--- config.mk ---
export PLATFORM = sky130hd
export DESIGN_NAME = aes_spi_link
export DESIGN_NICKNAME = d
export VERILOG_FILES = /design/src/rtl/aes_pkg.sv /design/src/rtl/aes_sync_edge.sv /design/src/rtl/aes_spi_link.sv
export SDC_FILE = /design/constraint.sdc
export NUM_CORES = 1
export LEC_CHECK = 0
export ABC_CLOCK_PERIOD_IN_PS = 17100
export BUFFER_PORTS_ARGS = -buffer_cell sky130_fd_sc_hd__buf_2
export CAP_MARGIN = 20
export CORE_ASPECT_RATIO = 0.6
export CORE_UTILIZATION = 56
export CTS_CLUSTER_SIZE = 25
export DETAILED_ROUTE_END_ITERATION = 8
export GPL_TIMING_DRIVEN = 0
export PLACE_DENSITY = 0.82
export SYNTH_ARGS = -nofsm -noshare
export SYNTH_HDL_FRONTEND = slang
export SYNTH_SLANG_ARGS = --single-unit
export TNS_END_PERCENT = 5
--- constraint.sdc ---
create_clock -name clk -period 17.1 [get_ports clk]
set_input_delay 0.855 -clock clk [delete_from_list [all_inputs] [get_ports clk]]
set_output_delay 0.855 -clock clk [all_outputs]
set_load 0.01 [all_outputs]
--- src/rtl/aes_pkg.sv ---
// Shared types and constants for the AES SPI link: FSM state type,
// block width and the set of supported key widths.
package aes_pkg;

   localparam int BLK_W = 128;

   localparam int K_128 = 128;
   localparam int K_192 = 192;
   localparam int K_256 = 256;

   typedef enum logic [2:0] {
      ST_IDLE      = 3'd0,
      ST_SHIFT_IN  = 3'd1,
      ST_LAUNCH    = 3'd2,
      ST_WAIT      = 3'd3,
      ST_SHIFT_OUT = 3'd4
   } state_e;

   // True only for the AES key sizes the link can carry.
   function automatic bit key_w_legal(input int k);
      return (k == K_128) || (k == K_192) || (k == K_256);
   endfunction

endpackage

--- src/rtl/aes_sync_edge.sv ---
// SYNC-deep synchroniser for an asynchronous input, with single-cycle
// rise/fall pulses generated from the synchronised level.
module aes_sync_edge #(
   parameter int SYNC = 2
) (
   input  logic clk,
   input  logic reset,
   input  logic d,
   output logic rise,
   output logic fall
);

   logic [SYNC-1:0] sync_q;
   logic            prev_q;

   // Synchroniser chain plus one history flop for edge detection.
   always_ff @(posedge clk or negedge reset) begin
      if (!reset) begin
         sync_q <= '0;
         prev_q <= 1'b0;
      end else begin
         sync_q <= {sync_q[SYNC-2:0], d};
         prev_q <= sync_q[SYNC-1];
      end
   end

   assign rise =  sync_q[SYNC-1] & ~prev_q;
   assign fall = ~sync_q[SYNC-1] &  prev_q;

endmodule

--- src/rtl/aes_spi_link.sv ---
// SPI front end for an AES core: shifts in a {block, key} frame while
// load is high, launches the core, then shifts the result back out on
// sdo. Optional macro AES_SPI_KEY_RETAIN_EN also accepts 128-bit frames
// that replace only the block and reuse the last loaded key.
module aes_spi_link
   import aes_pkg::*;
#(
   parameter int K    = 128,
   parameter int SYNC = 2
) (
   input  logic             clk,
   input  logic             reset,
   input  logic             sck,
   input  logic             sdi,
   input  logic             load,
   output logic             sdo,
   output logic             done,
   output logic             err,
   output logic             start,
   output logic [BLK_W-1:0] blk_out,
   output logic [K-1:0]     key_out,
   input  logic             core_done,
   input  logic [BLK_W-1:0] core_result
);

   localparam int FW = BLK_W + K;
   localparam int CW = $clog2(FW + 2);
   localparam logic [CW-1:0] CNT_FULL = CW'(FW);
   localparam logic [CW-1:0] CNT_SAT  = CW'(FW + 1);
`ifdef AES_SPI_KEY_RETAIN_EN
   localparam logic [CW-1:0] CNT_BLK  = CW'(BLK_W);
`endif

   if (!key_w_legal(K)) begin : g_bad_k
      $error("aes_spi_link: K must be 128, 192 or 256");
   end
   if (SYNC < 2) begin : g_bad_sync
      $error("aes_spi_link: SYNC must be at least 2");
   end

   state_e           state;
   logic [CW-1:0]    cnt;
   logic [FW-1:0]    frame;
   logic [BLK_W-1:0] res_q;
   logic [SYNC-1:0]  sdi_sync;
   logic             sdi_s;
   logic             sck_rise, sck_fall;
   logic             load_rise, load_fall;
`ifdef AES_SPI_KEY_RETAIN_EN
   logic             key_vld;
`endif

   aes_sync_edge #(.SYNC(SYNC)) u_sck_sync (
      .clk   (clk),
      .reset (reset),
      .d     (sck),
      .rise  (sck_rise),
      .fall  (sck_fall)
   );

   aes_sync_edge #(.SYNC(SYNC)) u_load_sync (
      .clk   (clk),
      .reset (reset),
      .d     (load),
      .rise  (load_rise),
      .fall  (load_fall)
   );

   // sdi uses the same depth as sck so the sampled bit lines up with the sck rise pulse.
   always_ff @(posedge clk or negedge reset) begin
      if (!reset) sdi_sync <= '0;
      else        sdi_sync <= {sdi_sync[SYNC-2:0], sdi};
   end

   assign sdi_s = sdi_sync[SYNC-1];

   // Frame shift register; only the bit counter decides whether its contents are used.
   always_ff @(posedge clk) begin
      if (state == ST_SHIFT_IN && sck_rise) frame <= {frame[FW-2:0], sdi_s};
   end

   // Link FSM: frame capture, core launch, result capture and shift-out.
   always_ff @(posedge clk or negedge reset) begin
      if (!reset) begin
         state   <= ST_IDLE;
         cnt     <= '0;
         err     <= 1'b0;
         done    <= 1'b0;
         start   <= 1'b0;
         blk_out <= '0;
         key_out <= '0;
         res_q   <= '0;
`ifdef AES_SPI_KEY_RETAIN_EN
         key_vld <= 1'b0;
`endif
      end else begin
         start <= 1'b0;
         case (state)
            ST_IDLE: begin
               if (load_rise) begin
                  cnt   <= '0;
                  err   <= 1'b0;
                  state <= ST_SHIFT_IN;
               end
            end
            ST_SHIFT_IN: begin
               if (sck_rise && cnt != CNT_SAT) cnt <= cnt + 1'b1;
               if (load_fall) begin
                  if (cnt == CNT_FULL) begin
                     blk_out <= frame[FW-1:K];
                     key_out <= frame[K-1:0];
                     start   <= 1'b1;
                     state   <= ST_LAUNCH;
`ifdef AES_SPI_KEY_RETAIN_EN
                     key_vld <= 1'b1;
                  end else if (cnt == CNT_BLK && key_vld) begin
                     blk_out <= frame[BLK_W-1:0];
                     start   <= 1'b1;
                     state   <= ST_LAUNCH;
`endif
                  end else begin
                     err   <= 1'b1;
                     state <= ST_IDLE;
                  end
               end
            end
            ST_LAUNCH: begin
               state <= ST_WAIT;
            end
            ST_WAIT: begin
               if (load_rise) err <= 1'b1;
               if (core_done) begin
                  res_q <= core_result;
                  done  <= 1'b1;
                  state <= ST_SHIFT_OUT;
               end
            end
            ST_SHIFT_OUT: begin
               if (load_rise) begin
                  done  <= 1'b0;
                  res_q <= '0;
                  cnt   <= '0;
                  state <= ST_SHIFT_IN;
               end else if (sck_fall) begin
                  res_q <= {res_q[BLK_W-2:0], 1'b0};
               end
            end
            default: state <= ST_IDLE;
         endcase
      end
   end

   assign sdo = res_q[BLK_W-1];

endmodule
==> results.rst, run 1 <==
.. list-table::
   :header-rows: 1

   * - Metric
     - Value
   * - Status
     - complete, no violations
   * - Number of hold-slack violations in the final timing report
     - 0
   * - Worst slack at placement
     - 14,120 ps
   * - Yosys warning count
     - 0
   * - H-tree lvl count
     - 2
   * - Flop pwr share
     - 53.2%
   * - Std-Cell Rows
     - 59
   * - Number of setup violations in the final report
     - 0
   * - PnR worst setup slack
     - 14,160 ps
   * - Yosys reg bits
     - 663
   * - Post_cts resized
     - 0
   * - Die width
     - 276 µm
   * - Origin of the worst setup path
     - state[1]$_DFFE_PN0P_
   * - Count of vias placed by the detailed router
     - 14,700
   * - Netlist Area Pre-Place
     - 25,200 µm²
   * - Most frequently used flop master after synthesis
     - sky130_fd_sc_hd__dfrtp_1
   * - Global-route wire length before repair
     - 84,100 µm
   * - Clock buffers created by TritonCTS
     - 57
   * - Dpl hpwl
     - 37,400 µm
   * - Number of buffers between clock root and the deepest sink
     - 3
   * - Int Pwr
     - 2480 µW
   * - Post-synth EDFFs
     - 256
   * - Distinct cells, synth
     - 46
   * - # Post-CTS Setup Buffers
     - 0
   * - Fraction of the yosys area taken by sequential cells
     - 70.9%
   * - Startpoint types
     - flip-flop
   * - Mean instance size in the synthesized netlist
     - 15.8 µm²
   * - Clock network power share
     - 43.3%
   * - Layout Skew
     - 17.3 ps
   * - Fraction of power spent switching nets
     - 20.8%
   * - Final design area excluding fillers
     - 30,300 µm²
   * - Routed length per placed instance
     - 19.8 µm
   * - Clock sink count
     - 663
   * - RR Endpoint
     - frame[101]$_DFFE_PP_
   * - Max-slew headroom at the worst pin
     - 35.5%
   * - Clock network latency to the later pin of the worst-skew pair
     - 590 ps
   * - Async SR Flop Fraction
     - 61.4%
   * - Mean number of vias per cell
     - 5.44
   * - Cell count after synthesis
     - 1,599
   * - Classification of the worst-slack hold path
     - primary input to async pin
   * - Number of global-route vias before repair
     - 15,100
   * - Leakage power total
     - 0.0139 µW
   * - Largest fanout on the critical path
     - 20
   * - Floorplan die area
     - 45,900 µm²
   * - Antenna Violating Nets Remaining
     - 0
   * - Fraction of the core area covered by cells at the end of the flow
     - 69.1%
   * - Reg2reg setup slack
     - 14,160 ps
   * - Height of the chip
     - 166 µm
   * - Capture point of the critical path
     - frame[101]$_DFFE_PP_
   * - Register clock-pin slew on the reported worst setup and hold paths
     - 70 ps
   * - Max-cap violations
     - 0
   * - GRT Resource Usage Total
     - 23.4%
   * - Critical path data arrival time
     - 3230 ps
   * - Cells on worst reg2reg path
     - 7
   * - Final worst path period share
     - 17.2%
   * - Port-buffer cells
     - 393
   * - Number of remaining DRC errors
     - 0
   * - Length of the first detailed-routing pass in iterations
     - 5
   * - Maximum VDD drop
     - 95.5 µV
   * - Worst hold slack after final layout
     - 213 ps
   * - # IOs
     - 394
   * - Initial antenna violation count
     - 9
   * - Initial drt markers
     - 1,033
   * - Time the worst path needs with I/O delays and setup
     - 2940 ps
   * - RSZ-0062 raised after global routing
     - false
   * - Startpoint of the lowest-slack register-to-register path
     - state[1]$_DFFE_PN0P_
   * - Starting density of the core
     - 57.5%
   * - Layout-stage area growth over the synthesis result
     - 20.3%
   * - Share of cells above drive strength 1
     - 32.2%
   * - WS Path Type
     - flip-flop to flip-flop
   * - Max-slew violation total from the final report
     - 0
   * - Highest-count cells in the layout ignoring fill and taps
     - 407 x sky130_fd_sc_hd__buf_2, 407 x sky130_fd_sc_hd__dfrtp_1, 278 x sky130_fd_sc_hd__mux2_1, 261 x sky130_fd_sc_hd__nand2_1, 256 x sky130_fd_sc_hd__edfxtp_1
   * - Post-layout nets
     - 2,207
   * - Maximum number of pins on one net before global-route repair
     - 120
   * - Placeable core region
     - 43,800 µm²
   * - Root buffer cell
     - sky130_fd_sc_hd__clkbuf_16
   * - Number of nets in the synthesized netlist
     - 1,736
   * - Combinational share of power
     - 3.5%
   * - Net Switching
     - 653 µW
   * - Routed wire length
     - 53,500 µm
   * - GR Overflow Total
     - 0
   * - Sort of element at the end of the critical path
     - flip-flop
   * - Highest achievable clock rate
     - 0.340 GHz
   * - Sum of negative setup slack
     - 0 ps
   * - Hold Buf Count CTS
     - 0
   * - TritonCTS clock tree
     - yes
   * - Power Density
     - 103 nW/µm²
   * - Worst-Margin Slew
     - 967 ps
   * - Cell Area, Placed
     - 28,300 µm²
   * - Weighted congestion reported at the end of routability-driven placement
     - 0.881
   * - WP data required
     - 17,380 ps
==> cell type report <==
| type | count | area (µm²) |
|---|---|---|
| sequential | 663 | 17900 |
| fill | 2915 | 13500 |
| multi-input combinational | 841 | 6580 |
| timing repair buffer | 412 | 2370 |
| clock buffer | 79 | 1640 |
| tap | 579 | 724 |
| buffer | 87 | 717 |
| clock inverter | 27 | 352 |
| inverter | 8 | 30.0 |
| antenna | 9 | 22.5 |
==> per-layer routing <==
layer  up-vias  track usage (%)  part of all wire, %
met3        97             4.92                  5.2
met4         2             7.93                  2.7
met5         -                0                0.013
li1       6630                -                    -
met1      7603             33.6                   45
met2       374             35.6                   47
==> per-stage QoR <==
step / std cells / total power, µW
after CTS: 2696 / 3170
after detailed placement: 2590 / 1810
after floorplan: 1599 / 1760
after global placement: 2571 / 1810
final: 2705 / 3140
after global routing: 2704 / 3240
==> cells in the mapped netlist (2+ instances only) <==
library cell               number  area share [%]
sky130_fd_sc_hd__and3_1         5            0.12
sky130_fd_sc_hd__o41ai_1        2           0.070
sky130_fd_sc_hd__buf_1          2           0.030
sky130_fd_sc_hd__ha_1           3            0.15
sky130_fd_sc_hd__buf_6         47             2.1
sky130_fd_sc_hd__buf_2         15            0.30
sky130_fd_sc_hd__o22ai_1        2           0.050
sky130_fd_sc_hd__nand2b_1       3           0.074
sky130_fd_sc_hd__mux2_4        40             2.4
sky130_fd_sc_hd__nor2b_1        3           0.074
sky130_fd_sc_hd__nor2_1         7            0.10
sky130_fd_sc_hd__a21o_1         2           0.060
sky130_fd_sc_hd__or2_2          2           0.050
sky130_fd_sc_hd__clkbuf_1      20            0.30
sky130_fd_sc_hd__edfxtp_1     256              31
sky130_fd_sc_hd__inv_1          8            0.12
sky130_fd_sc_hd__nand3_1        4           0.079
sky130_fd_sc_hd__dfrtp_1      407              40
sky130_fd_sc_hd__mux2_2        65             2.9
sky130_fd_sc_hd__a21oi_1        6            0.12
sky130_fd_sc_hd__buf_4          2           0.060
sky130_fd_sc_hd__o21ai_0       79             1.6
sky130_fd_sc_hd__o21ai_1       52             1.0
sky130_fd_sc_hd__a41oi_1        2           0.070
sky130_fd_sc_hd__nand2_1      261             3.9
sky130_fd_sc_hd__nor3b_2        2           0.099
sky130_fd_sc_hd__mux2_1       278              12
sky130_fd_sc_hd__a31oi_1        3           0.074
sky130_fd_sc_hd__mux2i_1        2           0.079
sky130_fd_sc_hd__nand4_1        3           0.074
==> state kept, by name (all words and copies together) (netlist names) <==
register / flops
u_load_sync.prev_q: 1
u_load_sync.sync_q: 2
frame: 256
cnt: 9
start: 1
err: 1
key_out: 128
blk_out: 128
state: 3
sdi_sync: 2
done: 1
u_sck_sync.prev_q: 1
u_sck_sync.sync_q: 2
res_q: 128
==> critical path, stage by stage (launching register included) <==
cell                      delay, ps
sky130_fd_sc_hd__dfrtp_1        360
sky130_fd_sc_hd__buf_2          180
sky130_fd_sc_hd__nor3b_2        360
sky130_fd_sc_hd__nor3b_4        870
sky130_fd_sc_hd__buf_8          280
sky130_fd_sc_hd__buf_16         180
sky130_fd_sc_hd__buf_8          170
sky130_fd_sc_hd__buf_8          210
==> power groups by stage <==
stage	sequential (µW)	clock (µW)	combinational, µW
2_1_floorplan	1710	0	46.1
3_3_place_gp	1720	0	95.2
3_5_place_dp	1700	0	112
4_1_cts	1670	1390	112
5_1_grt	1670	1450	125
6_report	1670	1360	111
==> worst min path at each step <==
stage	start	end	slack, ps	cells past startpoint
2_1_floorplan	sdi_sync[0]$_DFF_PN0_	sdi_sync[1]$_DFF_PN0_	330	0
3_3_place_gp	u_load_sync.sync_q[0]$_DFF_PN0_	u_load_sync.sync_q[1]$_DFF_PN0_	330	0
3_5_place_dp	u_sck_sync.sync_q[0]$_DFF_PN0_	u_sck_sync.sync_q[1]$_DFF_PN0_	340	0
4_1_cts	reset	res_q[111]$_DFFE_PN0P_	200	1
5_1_grt	reset	res_q[111]$_DFFE_PN0P_	220	1
6_report	reset	res_q[111]$_DFFE_PN0P_	210	1
==> cells by family after synthesis <==
| logic type | synth area share (%) |
|---|---|
| AOI/OAI and AO/OA | 3.27 |
| adders and majority gates | 0.149 |
| buffers and inverters | 2.96 |
| DFF | 70.9 |
| muxes | 17.8 |
| and+or+nand+nor | 4.89 |
Power figures use the tool's default switching activity.
==> inputs of run 2 (changes only) <==
--- a/config.mk
+++ b/config.mk
@@ -5,7 +5,7 @@
 export SDC_FILE = /design/constraint.sdc
 export NUM_CORES = 1
 export LEC_CHECK = 0
-export ABC_CLOCK_PERIOD_IN_PS = 17100
+export ABC_CLOCK_PERIOD_IN_PS = 2900
 export BUFFER_PORTS_ARGS = -buffer_cell sky130_fd_sc_hd__buf_2
 export CAP_MARGIN = 20
 export CORE_ASPECT_RATIO = 0.6
==> constraint.sdc (replaced) <==
create_clock -name clk -period 2.9 [get_ports clk]
set_input_delay 0.145 -clock clk [delete_from_list [all_inputs] [get_ports clk]]
set_output_delay 0.145 -clock clk [all_outputs]
set_load 0.01 [all_outputs]
==> results.rst, run 2 (synthesis gave the netlist of run 1 again) <==
.. list-table::
   :header-rows: 1

   * - Metric
     - Value
   * - Share of cells above drive strength 1
     - 30.2% (-1.9 points)
   * - WP data required
     - 3180 ps (-14,200 ps)
   * - Post-layout nets
     - 2,340 (+6.0%)
   * - Global-route wire length before repair
     - 92,800 µm (+10%)
   * - Power Density
     - 584 nW/µm² (+460%)
   * - Height of the chip
     - 166 µm (unchanged)
   * - Critical path data arrival time
     - 2830 ps (-400 ps)
   * - Max-slew violation total from the final report
     - 0 (unchanged)
   * - Top cell by count, worst path
     - sky130_fd_sc_hd__buf_8
   * - Length of the first detailed-routing pass in iterations
     - 5 (unchanged)
   * - Number of hold-slack violations in the final timing report
     - 0 (unchanged)
   * - Delay of the slowest cell on the worst path
     - 480 ps (-390 ps)
   * - Count of vias placed by the detailed router
     - 15,900 (+7.9%)
   * - Maximum number of pins on one net before global-route repair
     - 116 (-3.3%)
   * - RSZ-0062 raised after global routing
     - false
   * - GR Overflow Total
     - 0 (unchanged)
   * - Cell chain of the critical path
     - nor3b_4 > nor3b_4 > buf_8 > buf_8 > buf_8 > buf_8 > buf_8
   * - Initial drt markers
     - 1,317 (+27%)
   * - Clock network latency to the later pin of the worst-skew pair
     - 590 ps (about the same)
   * - Placeable core region
     - 43,800 µm² (unchanged)
   * - Worst-Margin Slew
     - 668 ps (-299 ps)
   * - Max-slew headroom at the worst pin
     - 55.4% (+20 points)
   * - Max stage delay cell, worst path
     - sky130_fd_sc_hd__dfrtp_1
   * - Std-Cell Rows
     - 59 (unchanged)
   * - TritonCTS clock tree
     - yes
   * - Layout Skew
     - 23.6 ps (+6.30 ps)
   * - Register clock-pin slew on the reported worst setup and hold paths
     - 70 ps (about the same)
   * - Commonest non-fill, non-tap cell in the layout
     - sky130_fd_sc_hd__dfrtp_1
   * - Clock buffers created by TritonCTS
     - 55 (-3.5%)
   * - Total of fill cells in the finished design
     - 2,679 (-8.1%)
   * - Cell class contributing the biggest share of worst-path delay
     - buffers and inverters
   * - Number of remaining DRC errors
     - 0 (unchanged)
   * - Post_cts resized
     - 0 (unchanged)
   * - Antenna Violating Nets Remaining
     - 0 (unchanged)
   * - Number of buffers between clock root and the deepest sink
     - 3 (unchanged)
   * - Layout-stage area growth over the synthesis result
     - 25.3%
   * - Port-buffer cells
     - 393 (unchanged)
   * - Weighted congestion reported at the end of routability-driven placement
     - 0.914 (+3.7%)
   * - Count of buffer and inverter cells on the critical path
     - 5 (unchanged)
   * - H-tree lvl count
     - 2 (unchanged)
   * - Max-cap violations
     - 0 (unchanged)
   * - Worst slack at placement
     - -44.5 ps (-14,160 ps)
   * - Largest register FFs
     - 256 (unchanged)
   * - Largest fanout on the critical path
     - 19 (-5.0%)
   * - Routed wire length
     - 59,600 µm (+11%)
   * - Clock sink count
     - 663 (unchanged)
   * - Time the worst path needs with I/O delays and setup
     - 2550 ps (-392 ps)
   * - WS Path Type
     - flip-flop to flip-flop
   * - Fraction of the core area covered by cells at the end of the flow
     - 72.0% (+2.9 points)
   * - Root buffer cell
     - sky130_fd_sc_hd__clkbuf_16
   * - Status
     - complete, no violations
   * - Die width
     - 276 µm (unchanged)
   * - Dpl hpwl
     - 36,900 µm (-1.2%)
   * - Maximum VDD drop
     - 490 µV (+410%)
   * - Sort of element at the end of the critical path
     - flip-flop
   * - Floorplan die area
     - 45,900 µm² (unchanged)
   * - Number of setup violations in the final report
     - 0 (unchanged)
   * - Starting density of the core
     - 57.5% (unchanged)
   * - Routed length per placed instance
     - 21.0 µm (+6.2%)
   * - Final worst path period share
     - 87.9% (+71 points)
   * - Initial antenna violation count
     - 4 (-5)
   * - PnR worst setup slack
     - 352 ps (-13,810 ps)
   * - Highest-count cells in the layout ignoring fill and taps
     - 407 x sky130_fd_sc_hd__dfrtp_1, 406 x sky130_fd_sc_hd__buf_2, 278 x sky130_fd_sc_hd__mux2_1, 261 x sky130_fd_sc_hd__nand2_1, 256 x sky130_fd_sc_hd__edfxtp_1
   * - Classification of the worst-slack hold path
     - primary input to async pin
   * - Highest achievable clock rate
     - 0.392 GHz (+15%)
   * - Leakage power total
     - 0.0144 µW (+3.6%)
   * - # IOs
     - 394 (unchanged)
   * - Number of global-route vias before repair
     - 16,500 (+9.3%)
   * - Biggest register
     - frame
   * - GRT Resource Usage Total
     - 26.0% (+2.6 points)
   * - Startpoint types
     - flip-flop
   * - Mean number of vias per cell
     - 5.60 (+3.0%)
run 2: cell count changes in the layout (fill, tap and decap cells not counted), sizes merged:
cell / previous run / this run
inv: 12 / 11
buf: 479 / 481
clkinvlp: 3 / 8
dlygate4sd3: 0 / 133
clkbuf: 99 / 84
bufinv: 7 / 8
diode: 9 / 4
clkinv: 13 / 21
run 2: where the power goes:
| group | total (µW) | internal, µW | switching (µW) |
|---|---|---|---|
| logic | 840 | 361 | 479 |
| clock network | 7770 | 4360 | 3410 |
| registers | 9840 | 9800 | 40.3 |
| total | 18400 | 14500 | 3930 |
run 2: area by class of cell:
cell class	count	area, µm²	area share (%)
Clock buffer	64	1460	4.63
Inverter	8	30.0	0.0951
Sequential cell	663	17900	56.6
Antenna cell	4	10.0	0.0317
Tap cell	579	724	2.29
Timing Repair Buffer	547	3730	11.8
Buffer	87	723	2.29
Clock inverter	40	440	1.39
Multi-Input combinational cell	841	6590	20.9
run 2: timing repair:
action / 4_1_cts / 5_1_grt
hold buffers: 133 / 0
endpoints found under the hold margin: 217 / 0
buffers inserted: 1 / 0
setup endpoints to repair: 17 / 0
run 2: final timing paths:
path / start / to / slack [ps] / cells after the start
min in group clk: sdi / sdi_sync[0]$_DFF_PN0_ / 250 / 2
worst min-delay path: reset / blk_out[110]$_DFFE_PN0P_ / 160 / 2
worst max-delay path: state[2]$_DFFE_PN0P_ / frame[17]$_DFFE_PP_ / 350 / 7
worst max register to register: state[2]$_DFFE_PN0P_ / frame[17]$_DFFE_PP_ / 350 / 7
worst min register to register: u_sck_sync.sync_q[0]$_DFF_PN0_ / u_sck_sync.sync_q[1]$_DFF_PN0_ / 350 / 0
max in group asynchronous: reset / res_q[59]$_DFFE_PN0P_ / 1190 / 4
run 2: layer usage:
metal	part of all wire [%]	track usage (%)	wire, µm
met4	5.2	12.8	3120
met5	0	0	0
met2	48	41.0	28500
met3	6.0	5.73	3600
met1	41	34.3	24400
run 2: stage by stage:
step                total power, µW  hold slack [ps]  instances  setup TNS [ps]  instance area [µm²]
floorplan                     10300             -151       1599        -1298750                25200
global placement              10700              256       2571        -4738490                27900
detailed placement            10700              202       2591            -749                28300
CTS                           18600              163       2829               0                31600
global route                  19000              198       2833               0                31600
finish                        18400              156       2833               0                31600
